## src/rtl/argmax_classifier.sv

```systemverilog
// Sequential argmax over NUM_CLASSES signed scores: latch on start, compare one per cycle, pulse done.
// Optional runner-up margin/low-confidence outputs are enabled by defining ARGMAX_RUNNERUP_EN.
module argmax_classifier #(
    parameter int unsigned NUM_CLASSES = 10,
    parameter int unsigned SCORE_W     = 16,
    parameter int unsigned MARGIN_TH   = 64
) (
    input  logic                           clk_i,
    input  logic                           rst_i,
    input  logic                           start_i,
    input  logic [NUM_CLASSES*SCORE_W-1:0] scores_i,
    output logic                           busy_o,
    output logic                           done_o,
    output logic [3:0]                     class_idx_o,
`ifdef ARGMAX_RUNNERUP_EN
    output logic [SCORE_W:0]               margin_o,
    output logic                           low_conf_o,
`endif
    output logic [SCORE_W-1:0]             max_score_o
);

    typedef enum logic [1:0] {StIdle, StScan, StDone} state_e;

    state_e             state_q;
    logic [SCORE_W-1:0] scores_q [NUM_CLASSES];
    logic [SCORE_W-1:0] best_q;
    logic [3:0]         best_idx_q;
    logic [3:0]         idx_q;
    logic               busy_q;
    logic               done_q;
    logic [3:0]         class_idx_q;
    logic [SCORE_W-1:0] max_score_q;

    logic [SCORE_W-1:0] cand;
    logic               cand_gt_best;
    logic [SCORE_W-1:0] best_d;
    logic [3:0]         best_idx_d;
    logic               scan_last;
    logic               accept;

`ifdef ARGMAX_RUNNERUP_EN
    logic [SCORE_W-1:0] second_q;
    logic [SCORE_W-1:0] second_d;
    logic [SCORE_W:0]   margin_d;
    logic [SCORE_W:0]   margin_q;
    logic               low_conf_q;
`endif

    always_comb begin
        cand         = scores_q[idx_q];
        cand_gt_best = $signed(cand) > $signed(best_q);
        best_d       = cand_gt_best ? cand : best_q;
        best_idx_d   = cand_gt_best ? idx_q : best_idx_q;
        scan_last    = (idx_q == 4'(NUM_CLASSES - 1));
        // A new scan may begin from IDLE or straight out of DONE, never mid-scan.
        accept       = start_i && (state_q != StScan);
`ifdef ARGMAX_RUNNERUP_EN
        second_d = second_q;
        if (cand_gt_best) begin
            second_d = best_q;
        end else if ($signed(cand) > $signed(second_q)) begin
            second_d = cand;
        end
        margin_d = {best_d[SCORE_W-1], best_d} - {second_d[SCORE_W-1], second_d};
`endif
    end

    always_ff @(posedge clk_i) begin
        if (rst_i) begin
            state_q     <= StIdle;
            for (int k = 0; k < int'(NUM_CLASSES); k++) begin
                scores_q[k] <= '0;
            end
            best_q      <= '0;
            best_idx_q  <= '0;
            idx_q       <= '0;
            busy_q      <= 1'b0;
            done_q      <= 1'b0;
            class_idx_q <= '0;
            max_score_q <= '0;
`ifdef ARGMAX_RUNNERUP_EN
            second_q    <= '0;
            margin_q    <= '0;
            low_conf_q  <= 1'b0;
`endif
        end else begin
            done_q <= 1'b0;
            case (state_q)
                StIdle: ;
                StScan: begin
                    best_q     <= best_d;
                    best_idx_q <= best_idx_d;
                    idx_q      <= idx_q + 4'd1;
`ifdef ARGMAX_RUNNERUP_EN
                    second_q   <= second_d;
`endif
                    if (scan_last) begin
                        state_q     <= StDone;
                        busy_q      <= 1'b0;
                        done_q      <= 1'b1;
                        class_idx_q <= best_idx_d;
                        max_score_q <= best_d;
`ifdef ARGMAX_RUNNERUP_EN
                        margin_q    <= margin_d;
                        low_conf_q  <= (margin_d < (SCORE_W + 1)'(MARGIN_TH));
`endif
                    end
                end
                StDone:  state_q <= StIdle;
                default: state_q <= StIdle;
            endcase
            if (accept) begin
                for (int k = 0; k < int'(NUM_CLASSES); k++) begin
                    scores_q[k] <= scores_i[k*SCORE_W +: SCORE_W];
                end
                best_q     <= scores_i[SCORE_W-1:0];
                best_idx_q <= '0;
                idx_q      <= 4'd1;
                state_q    <= StScan;
                busy_q     <= 1'b1;
`ifdef ARGMAX_RUNNERUP_EN
                second_q   <= {1'b1, {(SCORE_W - 1){1'b0}}};
`endif
            end
        end
    end

    assign busy_o      = busy_q;
    assign done_o      = done_q;
    assign class_idx_o = class_idx_q;
    assign max_score_o = max_score_q;
`ifdef ARGMAX_RUNNERUP_EN
    assign margin_o    = margin_q;
    assign low_conf_o  = low_conf_q;
`endif

endmodule
```

## config.mk

```make
export PLATFORM = sky130hd
export DESIGN_NAME = argmax_classifier
export DESIGN_NICKNAME = d
export VERILOG_FILES = /design/src/rtl/argmax_classifier.sv
export SDC_FILE = /design/constraint.sdc
export NUM_CORES = 1
export LEC_CHECK = 0
export ABC_CLOCK_PERIOD_IN_PS = 8180
export CAP_MARGIN = 20
export CORE_MARGIN = 2
export CORE_UTILIZATION = 29
export CTS_BUF_LIST = sky130_fd_sc_hd__clkbuf_2 sky130_fd_sc_hd__clkbuf_4 sky130_fd_sc_hd__clkbuf_8
export CTS_CLUSTER_DIAMETER = 30
export DETAILED_ROUTE_END_ITERATION = 16
export PLACE_DENSITY = 0.6
export SLEW_MARGIN = 20
export SYNTH_ARGS = -nofsm -noshare
export SYNTH_HDL_FRONTEND = slang
export SYNTH_SLANG_ARGS = --single-unit
```

## constraint.sdc

```tcl
create_clock -name clk_i -period 8.18 [get_ports clk_i]
set_input_delay 1.227 -clock clk_i [delete_from_list [all_inputs] [get_ports clk_i]]
set_output_delay 1.227 -clock clk_i [all_outputs]
set_load 0.01 [all_outputs]
```

==> impl_metrics.py <==
metrics = {
    "outcome": {
        "status": "completed",
    },
    "die": {
        "initial_utilization_pct": 29.5,
        "dieHeight_um": 194,
        "fp.dieArea_sq_um": 37700,
        "core_area_sq_um": 35600,
        "floorplan.io_pins": 185,
        "die-width_um": 194,
        "fp-row-count": 69,
    },
    "route": {
        "route.antenna.remaining_nets": 0,
        "dr.pass1.iters": 4,
        "detailed_route_iter0_violations": 377,
        "drc": 0,
        "detailroute.via_count": 6845,
        "detail_route.wirelength_mm": 28.4,
        "vias_per_cell": 4.72,
        "wire_per_inst_um": 19.6,
    },
    "logic_synthesis": {
        "number_of_enable_flip_flop_cells_after_synthesis": 160,
        "syn-instance-count": 770,
        "syn_area_per_cell_sq_um": 13.6,
        "synth-main-ff-cell": "edfxtp_1",
        "ys_types": 60,
        "synth_largest_type_area_fraction_pct": 45.8,
        "synth_nets": 951,
        "async_reset_ff_share_pct": 0,
        "total_of_flip_flops_plus_latches_after_synthesis": 208,
        "synth.top_cells.by_area": "edfxtp_1 (46%), and2_1 (9.7%), dfxtp_1 (9.2%)",
        "ys_seq_area_share_pct": 55.0,
        "yosysWarnings": 0,
        "post-synth-top-area-cell": "edfxtp_1",
        "total_standard_cell_area_after_synthesis_sq_um": 10500,
    },
    "timing": {
        "clock-skew-final_ns": 0.0465,
        "rsz0062_at_grt": "false",
        "report.final.slew_viol_count": 0,
        "fmaxAchievable_mhz": 184,
        "slew_headroom_pct": 27.0,
        "worst-slew-pin-transition_ns": 1.10,
        "hold_viol": 0,
        "tns_ns": 0,
        "final_period_minus_worst_setup_slack_ns": 5.45,
        "hold-worst-slack_ns": 0.451,
        "timing.final.setup_violations": 0,
        "final_cycle_share_pct": 66.6,
    },
    "clocking": {
        "clock_tree.buffer_depth": 3,
        "post_cts_setup_buffers": 0,
        "post_cts_hold_buffer_count": 0,
        "clock_tree.htree_level_count": 2,
        "number_of_buffers_added_by_the_clock_tree_synthesis_step": 46,
        "clock_sink_count": 208,
        "post_cts_resize_count": 0,
        "clock_pin_transition_on_the_worst_setup_and_hold_timing_paths_ns": 0.06,
        "clock_insertion_delay_at_the_later_pin_of_the_skew_report_ns": 0.57,
        "clockRootBuffer": "clkbuf_8",
        "cts_tree": "built",
    },
    "layout": {
        "layout-drive-gt1-share_pct": 16.5,
        "area.growth.synth_to_final_pct": 29.2,
        "nFillCells": 3434,
        "finalCoreUtilization_pct": 38.1,
        "design_area_sq_um": 13600,
        "antennaDiodeCount": 0,
        "layout.nets": 1134,
    },
    "power": {
        "clkPwrFrac_pct": 42.1,
        "combinationalPowerShare_pct": 17.1,
        "switch_share_pct": 27.0,
        "p_int_w": 0.00224,
        "powerDensity_nw_per_um2": 227,
        "vdd_ir_drop_max_uv": 89.4,
        "leak_nw": 5.09,
        "power.switching_w": 0.000830,
        "seqPwrFrac_pct": 40.7,
    },
    "setup_path": {
        "path_max_fanout": 32,
        "timing.reg2reg.setup_slack_ns": 2.73,
        "worst_setup_path_start_kind": "register",
        "arrival_ns": 5.92,
        "setup.worst_path.class": "register to register",
        "cp_data_required_time_ns": 8.65,
        "r2r_cells": 12,
        "setup.worst_path.end_class": "register",
        "r2r_start": "idx_q[0]",
        "r2r-end": "max_score_o[4]",
        "crit_path_start": "idx_q[0]",
    },
    "hold_path": {
        "hold_removal_path_class": "register to register",
        "holdPathEnd": "busy_o",
        "hold_path_depth": 1,
        "startpoint_of_the_most_critical_hold_path": "busy_o",
    },
    "place": {
        "dp_hpwl_mm": 20.3,
        "placed_area_sq_um": 12500,
        "place.gp.congestion": 0.872,
        "buffer_ports.inserted": 184,
    },
    "global_route": {
        "grt.total_usage_pct": 14.8,
        "grt_first_pass_wirelength_mm": 42.6,
        "grt_max_degree": 145,
        "gr-total-overflow": 0,
        "number_of_global_route_vias_before_repair": 7215,
        "antenna_found_initial": 0,
    },
    "job": {
        "drv.max_cap_violation_count": 0,
    },
}
==> per-layer routing <==
metal	track usage, %	routed length (um)	vias up
met5	0	0	-
met4	6.03	1070	0
met3	3.18	1350	53
met2	23.1	12900	230
met1	19.9	13000	3283
li1	-	-	3279
==> layout by cell type, fill, tap and decap left out, drive strengths merged, types with 17 or more instances in the layout <==
cell and n:
and2 162, mux2i 36, ha 18, dfxtp 48
clkbuf 53, nand2 33, inv 40, nor2 22
o21ai 18, mux4 32, a221o 17, edfxtp 160
a2111oi 30, clkdlybuf4s50 184, a21o 19
==> through the flow <==
stage	total power (W)	setup slack, ns	std cells
CTS	0.00310	2.73	1450
detailed placement	0.00180	2.80	1366
global placement	0.00180	3.00	1366
global route	0.00320	2.28	1450
finish	0.00307	2.73	1450
floorplan	0.00164	2.31	770
==> power groups by stage <==
| stage | clock [W] | combinational [W] | sequential, W |
|---|---|---|---|
| 3_5_place_dp | 0 | 0.000526 | 0.00127 |
| 6_report | 0.00129 | 0.000527 | 0.00125 |
| 4_1_cts | 0.00132 | 0.000529 | 0.00125 |
| 5_1_grt | 0.00137 | 0.000570 | 0.00126 |
| 2_1_floorplan | 0 | 0.000378 | 0.00126 |
| 3_3_place_gp | 0 | 0.000523 | 0.00127 |
==> how the worst max path moves through the flow <==
stage | depth (start not counted) | slack [ns] | endpoint
4_1_cts | 12 | 2.73 | max_score_o[4]
5_1_grt | 12 | 2.28 | max_score_o[12]
2_1_floorplan | 4 | 2.31 | scores_q[0][0]
3_3_place_gp | 12 | 3.00 | max_score_o[6]
6_report | 12 | 2.73 | max_score_o[4]
3_5_place_dp | 12 | 2.80 | max_score_o[4]
==> cells in the mapped netlist (all sizes together) (16+ instances only) <==
library cell    n
and2          162
a221o          17
nor2           22
mux4           32
mux2i          36
buf            18
ha             18
mux2           16
inv            35
edfxtp        160
o21ai          18
a2111oi        30
a311oi         16
clkbuf         41
dfxtp          48
a21o           19
nand2          33
==> sequential cells by signal, indices dropped and copies added, names as in the netlist, 2 cells and up <==
name	count
best_idx_q	4
best_q	16
class_idx_o	4
idx_q	4
max_score_o	16
scores_q	160
state_q	2
==> final cells by class <==
class	instances	area, sq um	area share [%]
flip-flops and latches	208	5770	42.6
well taps	461	577	4.26
multi-input cells	464	4070	30.0
inverters	36	140	1.03
clock buffers	53	686	5.06
clock inverters	31	367	2.70
repair buffers	197	1940	14.3
==> cells by family (layout without fill, tap and decap cells) <==
logic type / count (synthesis) / count (layout) / synth area share, %
AND/OR/NAND/NOR: 234 / 234 / 12.8
flip-flops: 208 / 208 / 55.0
buffers and inverters: 98 / 317 / 6.37
XOR/XNOR: 2 / 2 / 0.167
AO/OA/AOI/OAI: 126 / 126 / 10.9
multiplexers: 84 / 84 / 12.7
adder cells (fa/ha/maj): 18 / 18 / 2.15
==> critical path, cell delays in order, from the launching register on <==
cell	delay [ns]
dfxtp_4	0.63
buf_4	0.56
mux4_1	0.62
mux2_2	0.27
o21ai_1	0.21
inv_1	0.10
ha_1	0.45
nand4_2	0.19
nor3_2	0.26
and4_1	0.93
nor2_2	0.35
a2111oi_0	0.56
a221o_1	0.17
(Power assumes the default switching activity.)
==> RTL change 1 (config.mk and constraints unchanged) <==
Set the parameter `SCORE_W` to 20 (it was 16).
--- a/src/rtl/argmax_classifier.sv
+++ b/src/rtl/argmax_classifier.sv
@@ -3,5 +3,5 @@
 module argmax_classifier #(
     parameter int unsigned NUM_CLASSES = 10,
-    parameter int unsigned SCORE_W     = 16,
+    parameter int unsigned SCORE_W     = 20,
     parameter int unsigned MARGIN_TH   = 64
 ) (
Interface: changed (resized max_score_o and scores_i); port bits go from 185 to 229. The function was not compared with the original's and may differ.
==> RTL change 1 against the unedited design <==
- final area up 18%
- via count up 17%
- sequential cell count up 48
- highest routed layer is now met5
- worst hold slack better by 1.4 ps
- routed wire length up 13%
- global-route usage up 0.47 points
- area after synthesis up 13%
- synthesized cell count up 18%
- core utilization up 1.8 points
- critical endpoint is now best_q[6]$_SDFFE_PP0P_
- largest cell class unchanged
- total power up 20%
- setup slack better by 51 ps
- critical path depth up 1
==> RTL change 1: results <==
[synthesis]
synth_cell_types = 36
synth_enable_flop_cells = 200
syn-num-nets = 1134
synth-main-ff-cell = edfxtp_1
synth.area.top_cells = edfxtp_1 (51%), and2_1 (11%), dfxtp_1 (9.5%)
seq_area_frac_synth_pct = 60.33
netlist_top_cells_count = and2_1 (200), edfxtp_1 (200), nand2_1 (68)
ys_warn_count = 0

[cts]
htreeDepth = 2
cts_buffers = 57
clk_latency_ps = 600

[sta]
period_share_pct = 66.00
skew_ps = 24.45
worst_pin_slew_ps = 1038

[setup_path]
slowest_stage = dfxtp_4
cp-startpoint = idx_q[0]$_SDFFE_PP0P_
crit_end = best_q[6]$_SDFFE_PP0P_
path_max_fanout = 45
critPathTopFamily = multiplexers
slowest_delay_ps = 980
r2r_end = best_q[6]$_SDFFE_PP0P_
rrSetupSlack_ps = 2780
cp.arrival_ps = 5880

[place]
dpl.hpwl_um = 22040
placed_area_um2 = 14590
port_buffers = 228
pre_cts_ws_ps = 2742
place_congestion = 0.7620

[power_and_ir_drop]
power.leakage_nw = 5.913
ir_drop_mv = 0.09603

[route]
vias_per_cell = 4.686
drt_iter0_drc = 568
wl_per_cell_um = 18.68
drtPass1Iterations = 5

[finish]
drive_gt1_share_pct = 13.72
num-fill-cells = 3788
largest_register_ffs = 200
final_nets = 1364

[grt]
antenna_found_initial = 3
grt_pass1_vias = 8238
grt_pass1_wl_um = 48530
grt_max_degree = 84
track_usage_pct = 15.24

[hold_path]
holdCritPathClass = register to register
whs_path_depth = 2

[outcome]
outcome = finished clean
RTL change 1: layout make-up:
cell class / instances / share of cell area [%]
clock inverter: 45 / 3.259
tap: 525 / 4.113
inverter: 21 / 0.4935
sequential: 256 / 44.67
antenna: 1 / 0.01567
clock buffer: 63 / 5.272
multi-input combinational: 562 / 27.23
timing repair buffer: 241 / 14.95
RTL change 1: report_power, final:
group / switching, mW / internal [mW]
clock network: 0.635 / 1.03
registers: 0.0390 / 1.50
logic: 0.246 / 0.230
total: 0.921 / 2.76
RTL change 1: worst min-delay path by stage:
stage | start | endpoint | slack (ps)
after floorplan | best_idx_q[0]$_SDFFE_PP0P_ | class_idx_o[0]$_SDFFE_PP0P_ | 430
after global placement | best_idx_q[1]$_SDFFE_PP0P_ | class_idx_o[1]$_SDFFE_PP0P_ | 440
after detailed placement | best_idx_q[1]$_SDFFE_PP0P_ | class_idx_o[1]$_SDFFE_PP0P_ | 450
after CTS | best_idx_q[1]$_SDFFE_PP0P_ | class_idx_o[1]$_SDFFE_PP0P_ | 460
after global routing | best_idx_q[2]$_SDFFE_PP0P_ | class_idx_o[2]$_SDFFE_PP0P_ | 480
final | best_idx_q[1]$_SDFFE_PP0P_ | class_idx_o[1]$_SDFFE_PP0P_ | 450
RTL change 1: metal layers:
layer / GRT usage, % / vias to the layer above / part of all wire (%)
met2: 22.43 / 287 / 44
met4: 5.332 / 4 / 2.6
met3: 3.706 / 59 / 6.3
met5: 0 / - / 0.072
met1: 21.80 / 3865 / 47
li1: - / 3816 / -
RTL change 1: kinds of logic after synthesis:
logic type | Yosys count | share of synthesized area, %
DFF | 256 | 60.33
muxes | 63 | 9.702
adders and majority gates | 22 | 2.330
AOI/OAI and AO/OA | 132 | 8.400
and+or+nand+nor | 343 | 16.05
buffers and inverters | 91 | 3.040
xor gates and xnor gates | 2 | 0.1483
RTL change 1: per-stage QoR:
stage	std cells	util (%)
2_1_floorplan	909	-
3_3_place_gp	1604	36.46
3_5_place_dp	1604	36.46
4_1_cts	1712	39.87
5_1_grt	1714	39.92
6_report	1714	39.92
RTL change 1: worst min-delay path, stage by stage (launching register included):
cell,delay [ps]
dfxtp_1,300
nand2_1,50
a211oi_1,50
==> RTL change 2 (config.mk and constraints unchanged) <==
Made on the original files. Compare `idx_q` against `4'(NUM_CLASSES - 1)` with >= in place of ==.
--- a/src/rtl/argmax_classifier.sv
+++ b/src/rtl/argmax_classifier.sv
@@ -52,5 +52,5 @@
         best_d       = cand_gt_best ? cand : best_q;
         best_idx_d   = cand_gt_best ? idx_q : best_idx_q;
-        scan_last    = (idx_q == 4'(NUM_CLASSES - 1));
+        scan_last    = (idx_q >= 4'(NUM_CLASSES - 1));
         // A new scan may begin from IDLE or straight out of DONE, never mid-scan.
         accept       = start_i && (state_q != StScan);
Formal check against the unedited RTL: no difference found for any inputs over 10 cycles, from zero or initial values and one cycle with rst_i high; that may be too few to reach the edited logic, so the function may still have changed.
==> RTL change 2 against the unedited design <==
- total power fell by 4.2%
- setup slack improved by 120 ps
- final area fell by 1.1%
- critical path depth did not move
- maximum frequency rose by 2.2%
- area after synthesis fell by 2.3%
- non-clock buffer count rose by 3
- sequential cell count did not move
- routed wire length fell by 3.6%
- first-iteration DRC count rose by 33%
- highest routed layer unchanged
==> RTL change 2: results <==
[outcome]
outcome = finished clean

[cts]
clk_latency_ps = 550
cts_buffers = 43
cts-root-buf = clkbuf_8

[synthesis]
synth_fa_ha_area_share_pct = 2.320
synth.area.top_cells = edfxtp_1 (47%), and2_1 (9.8%), dfxtp_1 (9.4%)
seq_area_frac_synth_pct = 56.26
synthMuxAreaShare_pct = 12.45
postSynthCellCount = 772
synth-compound-area-share_pct = 11.18
netlist_top_cells_count = and2_1 (161), edfxtp_1 (160), nand2_1 (53)
synth_xor_area_share_pct = 0.1709
syn-num-nets = 954
synth_cell_types = 49

[place]
place_congestion = 0.8483
placed_area_um2 = 12470
dpl.hpwl_um = 19200

[sta]
relSlewSlack_pct = 30.05
skew_ps = 31.92

[grt]
grt_max_degree = 134
track_usage_pct = 14.97
grt_pass1_vias = 7139

[finish]
num-fill-cells = 3279
final_nets = 1135
drive_gt1_share_pct = 18.68

[setup_path]
path_max_fanout = 36
slowest_stage = and4_1
cp.arrival_ps = 5740

[route]
drtPass1Iterations = 7
vias = 6818
drt_iter0_drc = 502

[power_and_ir_drop]
ir_drop_mv = 0.1090
power.leakage_nw = 4.939

[hold_path]
hp-start = best_idx_q[0]$_SDFFE_PP0P_
[RTL change 2: changes by cell type in the layout (fill, tap and decap cells not counted), moves of 11 or more]
| cell | change |
|---|---|
| nand2_1 | +20 |
| mux4_1 | -19 |
| mux4_2 | +19 |
| o2111ai_1 | +19 |
| a2111oi_0 | -17 |
| a221o_1 | -17 |
| o311ai_1 | +17 |
| nor2_1 | -16 |
| o21ai_1 | -11 |
| o21ai_2 | +11 |
[RTL change 2: stage by stage]
stage | setup WS (ps) | power [mW]
3_5_place_dp | 2874 | 1.794
5_1_grt | 2467 | 3.071
4_1_cts | 2826 | 2.971
6_report | 2850 | 2.944
3_3_place_gp | 3013 | 1.791
2_1_floorplan | 2311 | 1.620
[RTL change 2: power by group]
| part | switching (mW) | leakage, nW | internal [mW] |
|---|---|---|---|
| clock | 0.452 | 0.479 | 0.719 |
| sequential | 0.0379 | 2.12 | 1.22 |
| combinational | 0.288 | 2.34 | 0.225 |
| total | 0.778 | 4.94 | 2.17 |
[RTL change 2: path summary, 6_finish.rpt]
check                                      to  slack (ps)  cells after the start
setup / recovery  max_score_o[0]$_SDFFE_PP0P_        2850                     12
hold / removal     best_idx_q[0]$_SDFFE_PP0P_         470                      2
setup reg to reg  max_score_o[0]$_SDFFE_PP0P_        2850                     12
hold reg to reg    best_idx_q[0]$_SDFFE_PP0P_         470                      2
[RTL change 2: worst reg2reg max path, delay by kind of cell, from the launching register on]
family | cells | cell delay (ps)
buf+inv | 2 | 580
fa+ha+maj | 1 | 400
mux | 2 | 840
compound gates | 3 | 460
simple gates | 4 | 2110
flops | 1 | 800
[RTL change 2: kinds of logic after synthesis]
group | Yosys count
muxes | 84
and+or+nand+nor | 235
DFF | 208
xor gates and xnor gates | 2
buffers and inverters | 99
AOI/OAI and AO/OA | 125
adders and majority gates | 19
[RTL change 2: layout make-up]
| type | instances | area [µm²] | area share (%) |
|---|---|---|---|
| clock buffer | 56 | 701.9 | 5.238 |
| clock inverter | 21 | 231.5 | 1.727 |
| inverter | 35 | 136.4 | 1.018 |
| multi-input combinational | 465 | 4029 | 30.07 |
| sequential | 208 | 5771 | 43.06 |
| tap | 455 | 569.3 | 4.248 |
| timing repair buffer | 200 | 1962 | 14.64 |
[RTL change 2: per-layer routing]
| layer | global-route usage [%] | up-vias | wire, µm |
|---|---|---|---|
| li1 | - | 3255 | - |
| met1 | 20.94 | 3254 | 12600 |
| met2 | 23.06 | 262 | 12270 |
| met3 | 3.252 | 47 | 1837 |
| met4 | 4.874 | 0 | 687 |
| met5 | 0 | - | 0 |
